## src/rtl/panel_blend_if.sv

```systemverilog
// Pixel channels of the panel blend stage: background and foreground inputs,
// global brightness, and the composited output, each with its valid/ack pair.
interface panel_blend_if;
    logic       bg_valid;
    logic [7:0] bg_red;
    logic [7:0] bg_green;
    logic [7:0] bg_blue;
    logic       bg_ack;

    logic       fg_valid;
    logic [7:0] fg_red;
    logic [7:0] fg_green;
    logic [7:0] fg_blue;
    logic [7:0] fg_alpha;
    logic       fg_ack;

    logic [7:0] bright;

    logic       out_valid;
    logic [7:0] out_red;
    logic [7:0] out_green;
    logic [7:0] out_blue;
    logic       out_ack;

    // Master is the surrounding pipeline (producers and consumer).
    modport master (
        output bg_valid, bg_red, bg_green, bg_blue,
        output fg_valid, fg_red, fg_green, fg_blue, fg_alpha,
        output bright, out_ack,
        input  bg_ack, fg_ack, out_valid, out_red, out_green, out_blue
    );

    modport slave (
        input  bg_valid, bg_red, bg_green, bg_blue,
        input  fg_valid, fg_red, fg_green, fg_blue, fg_alpha,
        input  bright, out_ack,
        output bg_ack, fg_ack, out_valid, out_red, out_green, out_blue
    );
endinterface

```

## src/rtl/panel_blend.sv

```systemverilog
// Alpha-composites a foreground RGBA pixel over a background RGB pixel, then
// applies global brightness; one pixel in flight, four-state pipeline.
module panel_blend #(
    parameter bit USE_BRIGHT = 1'b1,
    parameter bit ROUND      = 1'b1
) (
    input logic          clk,
    input logic          reset_n,
    panel_blend_if.slave bus
);

    typedef enum logic [1:0] {COLLECT, MUL, SCALE, HOLD} state_t;

    // Divide by 255; the rounding form is exact for multiples of 255 and needs 17 bits.
    function automatic logic [7:0] div255(input logic [15:0] sum);
        logic [16:0] t;
        logic [16:0] q;
        if (ROUND) begin
            t = {1'b0, sum} + 17'd128;
            q = t + (t >> 8);
            return 8'(q >> 8);
        end
        return 8'(sum >> 8);
    endfunction

    function automatic logic [7:0] mix(input logic [7:0] f, input logic [7:0] b,
                                       input logic [7:0] a);
        logic [15:0] s;
        s = 16'(f) * 16'(a) + 16'(b) * 16'(8'd255 - a);
        return div255(s);
    endfunction

    state_t     state_q, state_d;
    logic       bg_flag_q, bg_flag_d, fg_flag_q, fg_flag_d;
    logic       bg_ack_q, bg_ack_d, fg_ack_q, fg_ack_d;
    logic [7:0] bg_red_q, bg_red_d, bg_green_q, bg_green_d, bg_blue_q, bg_blue_d;
    logic [7:0] fg_red_q, fg_red_d, fg_green_q, fg_green_d, fg_blue_q, fg_blue_d;
    logic [7:0] fg_alpha_q, fg_alpha_d;
    logic [7:0] blend_red_q, blend_red_d, blend_green_q, blend_green_d;
    logic [7:0] blend_blue_q, blend_blue_d;
    logic [7:0] out_red_q, out_red_d, out_green_q, out_green_d, out_blue_q, out_blue_d;
    logic       out_valid_q, out_valid_d;

    always_ff @(posedge clk or negedge reset_n) begin
        if (!reset_n) begin
            state_q       <= COLLECT;
            bg_flag_q     <= 1'b0;
            fg_flag_q     <= 1'b0;
            bg_ack_q      <= 1'b0;
            fg_ack_q      <= 1'b0;
            bg_red_q      <= '0;
            bg_green_q    <= '0;
            bg_blue_q     <= '0;
            fg_red_q      <= '0;
            fg_green_q    <= '0;
            fg_blue_q     <= '0;
            fg_alpha_q    <= '0;
            blend_red_q   <= '0;
            blend_green_q <= '0;
            blend_blue_q  <= '0;
            out_red_q     <= '0;
            out_green_q   <= '0;
            out_blue_q    <= '0;
            out_valid_q   <= 1'b0;
        end else begin
            state_q       <= state_d;
            bg_flag_q     <= bg_flag_d;
            fg_flag_q     <= fg_flag_d;
            bg_ack_q      <= bg_ack_d;
            fg_ack_q      <= fg_ack_d;
            bg_red_q      <= bg_red_d;
            bg_green_q    <= bg_green_d;
            bg_blue_q     <= bg_blue_d;
            fg_red_q      <= fg_red_d;
            fg_green_q    <= fg_green_d;
            fg_blue_q     <= fg_blue_d;
            fg_alpha_q    <= fg_alpha_d;
            blend_red_q   <= blend_red_d;
            blend_green_q <= blend_green_d;
            blend_blue_q  <= blend_blue_d;
            out_red_q     <= out_red_d;
            out_green_q   <= out_green_d;
            out_blue_q    <= out_blue_d;
            out_valid_q   <= out_valid_d;
        end
    end

    always_comb begin
        state_d       = state_q;
        bg_flag_d     = bg_flag_q;
        fg_flag_d     = fg_flag_q;
        bg_ack_d      = 1'b0;
        fg_ack_d      = 1'b0;
        bg_red_d      = bg_red_q;
        bg_green_d    = bg_green_q;
        bg_blue_d     = bg_blue_q;
        fg_red_d      = fg_red_q;
        fg_green_d    = fg_green_q;
        fg_blue_d     = fg_blue_q;
        fg_alpha_d    = fg_alpha_q;
        blend_red_d   = blend_red_q;
        blend_green_d = blend_green_q;
        blend_blue_d  = blend_blue_q;
        out_red_d     = out_red_q;
        out_green_d   = out_green_q;
        out_blue_d    = out_blue_q;
        out_valid_d   = out_valid_q;

        unique case (state_q)
            COLLECT: begin
                // The ack cycle masks the producer's stale valid.
                if (!bg_flag_q && bus.bg_valid && !bg_ack_q) begin
                    bg_red_d   = bus.bg_red;
                    bg_green_d = bus.bg_green;
                    bg_blue_d  = bus.bg_blue;
                    bg_flag_d  = 1'b1;
                    bg_ack_d   = 1'b1;
                end
                if (!fg_flag_q && bus.fg_valid && !fg_ack_q) begin
                    fg_red_d   = bus.fg_red;
                    fg_green_d = bus.fg_green;
                    fg_blue_d  = bus.fg_blue;
                    fg_alpha_d = bus.fg_alpha;
                    fg_flag_d  = 1'b1;
                    fg_ack_d   = 1'b1;
                end
                if (bg_flag_q && fg_flag_q) begin
                    state_d = MUL;
                end
            end
            MUL: begin
                blend_red_d   = mix(fg_red_q, bg_red_q, fg_alpha_q);
                blend_green_d = mix(fg_green_q, bg_green_q, fg_alpha_q);
                blend_blue_d  = mix(fg_blue_q, bg_blue_q, fg_alpha_q);
                state_d       = SCALE;
            end
            SCALE: begin
                if (USE_BRIGHT) begin
                    out_red_d   = div255(16'(blend_red_q) * 16'(bus.bright));
                    out_green_d = div255(16'(blend_green_q) * 16'(bus.bright));
                    out_blue_d  = div255(16'(blend_blue_q) * 16'(bus.bright));
                end else begin
                    out_red_d   = blend_red_q;
                    out_green_d = blend_green_q;
                    out_blue_d  = blend_blue_q;
                end
                out_valid_d = 1'b1;
                state_d     = HOLD;
            end
            HOLD: begin
                if (bus.out_ack) begin
                    out_valid_d = 1'b0;
                    bg_flag_d   = 1'b0;
                    fg_flag_d   = 1'b0;
                    state_d     = COLLECT;
                end
            end
            default: state_d = COLLECT;
        endcase
    end

    assign bus.bg_ack    = bg_ack_q;
    assign bus.fg_ack    = fg_ack_q;
    assign bus.out_valid = out_valid_q;
    assign bus.out_red   = out_red_q;
    assign bus.out_green = out_green_q;
    assign bus.out_blue  = out_blue_q;

endmodule

```

## src/flat_wrapper.sv

```systemverilog
// flat-port wrapper written by rule: the top's interface ports become plain ports
module panel_blend_flat 
#(
    parameter bit USE_BRIGHT = 1'b1,
    parameter bit ROUND      = 1'b1
)
  (clk, reset_n, bus_bg_valid, bus_bg_red, bus_bg_green, bus_bg_blue, bus_fg_valid, bus_fg_red, bus_fg_green, bus_fg_blue, bus_fg_alpha, bus_bright, bus_out_ack, bus_bg_ack, bus_fg_ack, bus_out_valid, bus_out_red, bus_out_green, bus_out_blue);
  panel_blend_if bus_i ();
  input logic clk;
  input logic reset_n;
  input wire logic [$bits(bus_i.bg_valid)-1:0] bus_bg_valid;
  input wire logic [$bits(bus_i.bg_red)-1:0] bus_bg_red;
  input wire logic [$bits(bus_i.bg_green)-1:0] bus_bg_green;
  input wire logic [$bits(bus_i.bg_blue)-1:0] bus_bg_blue;
  input wire logic [$bits(bus_i.fg_valid)-1:0] bus_fg_valid;
  input wire logic [$bits(bus_i.fg_red)-1:0] bus_fg_red;
  input wire logic [$bits(bus_i.fg_green)-1:0] bus_fg_green;
  input wire logic [$bits(bus_i.fg_blue)-1:0] bus_fg_blue;
  input wire logic [$bits(bus_i.fg_alpha)-1:0] bus_fg_alpha;
  input wire logic [$bits(bus_i.bright)-1:0] bus_bright;
  input wire logic [$bits(bus_i.out_ack)-1:0] bus_out_ack;
  output wire logic [$bits(bus_i.bg_ack)-1:0] bus_bg_ack;
  output wire logic [$bits(bus_i.fg_ack)-1:0] bus_fg_ack;
  output wire logic [$bits(bus_i.out_valid)-1:0] bus_out_valid;
  output wire logic [$bits(bus_i.out_red)-1:0] bus_out_red;
  output wire logic [$bits(bus_i.out_green)-1:0] bus_out_green;
  output wire logic [$bits(bus_i.out_blue)-1:0] bus_out_blue;
  assign bus_i.bg_valid = bus_bg_valid;
  assign bus_i.bg_red = bus_bg_red;
  assign bus_i.bg_green = bus_bg_green;
  assign bus_i.bg_blue = bus_bg_blue;
  assign bus_i.fg_valid = bus_fg_valid;
  assign bus_i.fg_red = bus_fg_red;
  assign bus_i.fg_green = bus_fg_green;
  assign bus_i.fg_blue = bus_fg_blue;
  assign bus_i.fg_alpha = bus_fg_alpha;
  assign bus_i.bright = bus_bright;
  assign bus_i.out_ack = bus_out_ack;
  assign bus_bg_ack = bus_i.bg_ack;
  assign bus_fg_ack = bus_i.fg_ack;
  assign bus_out_valid = bus_i.out_valid;
  assign bus_out_red = bus_i.out_red;
  assign bus_out_green = bus_i.out_green;
  assign bus_out_blue = bus_i.out_blue;
  panel_blend #(.USE_BRIGHT(USE_BRIGHT), .ROUND(ROUND)) u_core (.clk(clk), .reset_n(reset_n), .bus(bus_i));
endmodule
```

## config.mk

```make
export PLATFORM = sky130hd
export DESIGN_NAME = panel_blend_flat
export DESIGN_NICKNAME = d
export VERILOG_FILES = /design/src/rtl/panel_blend_if.sv /design/src/rtl/panel_blend.sv /design/src/flat_wrapper.sv
export SDC_FILE = /design/constraint.sdc
export NUM_CORES = 2
export LEC_CHECK = 0
export ABC_AREA = 1
export CAP_MARGIN = 20
export CORE_ASPECT_RATIO = 1.2
export CORE_MARGIN = 2
export CORE_UTILIZATION = 40
export DETAILED_ROUTE_END_ITERATION = 7
export SYNTH_ARGS = -nofsm -noshare
export SYNTH_HDL_FRONTEND = slang
export SYNTH_SLANG_ARGS = --single-unit
```

## constraint.sdc

```tcl
create_clock -name clk -period 6.2 [get_ports clk]
set_input_delay 0.93 -clock clk [delete_from_list [all_inputs] [get_ports clk]]
set_output_delay 0.93 -clock clk [all_outputs]
set_load 0.1 [all_outputs]
```

==> run metrics <==
worst clock skew 0.02010 ns; DP Area 34580 sq um; vias per cell 4.700; FMAX 149.4 MHz; CP Data Required Time 6.51 ns; die area 72270 sq um; vias 25.85k; fin cells 5500; initial antenna violation count 0; clk slew on worst S/H paths 0.10 ns; number of port buffers 95; worst-margin pin slew 1.020 ns; wirelength, routed 78250 um; startpoint types register; WL/cell 14.23 um; CTS tree done; # setup viols final 32; RSZ-0062 raised after global routing true; min cycle time layout 6.694 ns; area of the multi-input gates 24010 sq um; predominant post-synthesis flop cell dfrtp_1; final instance area 39160 sq um; ant diodes 0; failing checks setup timing; clk buf depth 2; Ys Warns 0; syn_area_per_cell 7.189 sq um; gp weighted congestion 0.8640; Layout area overhead 39.59%; Distinct cells, synth 53; worst stage delay on the critical path 0.56 ns; Final Hold Fails 0; router iterations before antenna repair 7; sequential fraction of the synthesis area 0.09902; Mapped Cells 3902; CTS Hold Bufs 0; Die Width 245.7 um; Crit Path Category reg -> reg; HPWL Detailed 60200 um; outcome finished, violations left; Clock Tree Root clkbuf_16; slowest CP cell fa_1; DRC Markers 0; DIE HEIGHT 294.1 um; FF+latch area 2780 sq um; EDFF count, synth 0; Fill cells 6406; DR iter-0 viols 996; Crit path top cell by count fa_1; Max H-tree Level 3; initial core utilization 0.4036; placed cell count 5311; Syn Std Cell Area 28050 sq um; CTS Buf Count 9; share of cells above drive strength 1 0.3114; Worst Hold Class in -> async; grt total ovfl 0; Crit Path Max Fanout 8; Skew-Pair Late Insertion Delay 0.42 ns; Setup WS post-layout -0.4939 ns; nature of the critical path endpoint register; I/O Pins 96; CTS sink count 111; pin count of the biggest net entering global routing 57; CP bufs+invs 10; total core area 69500 sq um; synthesized flop and latch total 111; row count 106; total track usage 0.2190; total of max-cap violations 0; first-pass GRT wire length 127700 um; via count of the first global-routing pass 26.71k; max-slew violations 0; Worst path top cell family by delay adder cells; Syn Nets 4719; Async SR Flop Fraction 1.000; fin nets 5394; crit share post-route 1.080; crit path DAT 7.00 ns; Worst slew margin 0.3180; DRT antenna net count 0
layout by cell type (no fill, tap or decap), types with 86 or more instances in the layout:
cell type,n
nand2_2,173
clkdlybuf4s50_1,86
fa_1,380
buf_4,602
nor2_1,154
ha_1,289
inv_2,104
nand2_1,897
nand3_1,101
dfrtp_1,109
inv_1,916
cell type report:
type / instances / share of cell area
clock buffer: 9 / 0.005752
clock inverter: 7 / 0.002524
inverter: 1032 / 0.09996
multi-input combinational: 2634 / 0.6133
sequential: 111 / 0.07100
tap: 918 / 0.02933
timing repair buffer: 789 / 0.1781
synth_stat cells (3+ instances only):
master	count	area, sq um
clkbuf_1	96	360.4
or2_1	3	18.77
nor2_1	222	833.3
nand3_2	14	140.1
nand2_1	1084	4069
a21oi_2	8	70.07
buf_1	23	86.33
nor3_1	13	65.06
fa_1	396	7928
nor2_4	5	56.30
nor3_2	5	50.05
o21ai_1	5	25.02
dfrtp_1	111	2778
nand3_1	167	835.8
a21o_1	5	37.54
a31o_2	3	26.28
nand2_2	38	237.7
nand4_1	29	181.4
nor2_2	11	68.82
ha_1	352	4404
a21oi_1	68	340.3
inv_1	1026	3851
xnor2_1	31	271.5
clkinv_1	3	11.26
and3_1	3	18.77
o21ai_0	75	375.4
o31ai_1	4	30.03
nand3b_1	11	82.58
inv_2	3	11.26
xor2_1	42	367.9
xor2_2	4	65.06
a31oi_1	10	62.56
o21bai_1	4	30.03
worst register-to-register path, delay by kind of cell, from the launching register on:
kind,cells,cell delay [ns]
buf+inv,10,0.89
xor+xnor,1,0.14
fa+ha+maj,8,3.60
compound gates,2,0.25
flops,1,0.41
simple gates,14,1.30
worst paths after layout:
kind / slack, ns / depth (start not counted) / endpoint / from
worst min-delay path: 0.48 / 1 / u_core.bus.out_red[7] / reset_n
min in group clk: 0.49 / 2 / u_core.bus.out_blue[2] / u_core.bus.out_blue[2]
worst max register to register: -0.49 / 35 / u_core.blend_green_q[7] / u_core.fg_alpha_q[4]
worst max-delay path: -0.49 / 35 / u_core.blend_green_q[7] / u_core.fg_alpha_q[4]
worst min register to register: 0.49 / 2 / u_core.bus.out_blue[2] / u_core.bus.out_blue[2]
max in group asynchronous: 4.42 / 2 / u_core.fg_alpha_q[1] / reset_n
metrics by stage:
| step | hold WS [ns] | setup slack (ns) | util | TNS (ns) |
|---|---|---|---|---|
| global placement | 0.4628 | -0.8637 | 0.4976 | -28.93 |
| finish | 0.4842 | -0.4939 | 0.5634 | -10.93 |
| detailed placement | 0.4679 | -0.9606 | 0.4976 | -32.54 |
| global route | 0.4980 | -0.8169 | 0.5634 | -22.15 |
| CTS | 0.4933 | -0.4605 | 0.5385 | -8.908 |
| floorplan | 0.4938 | -0.08436 | - | -0.4840 |
timing repair:
item,4_1_cts,5_1_grt
gates cloned,8,2
setup buffers,126,47
endpoints found under the setup margin,48,48
pin swaps,259,216
gates resized for setup,352,399
kinds of logic after synthesis:
| logic type | Yosys count | synth area share |
|---|---|---|
| flip-flops | 111 | 0.09902 |
| AND/OR/NAND/NOR | 1615 | 0.2406 |
| buffers and inverters | 1157 | 0.1558 |
| adder cells (fa/ha/maj) | 748 | 0.4396 |
| AO/OA/AOI/OAI | 194 | 0.03983 |
| XOR/XNOR | 77 | 0.02511 |
metal layers:
layer | vias to the layer above | global-route usage | wire length (um)
met5 | - | 0 | 0
met4 | 0 | 0.06105 | 2368
met3 | 124 | 0.01660 | 2164
met2 | 426 | 0.4147 | 41210
met1 | 12476 | 0.2631 | 32510
li1 | 12822 | - | -
Power is not shown: default switching activity piles up to over one toggle a cycle in this logic, so the estimate is an artifact.
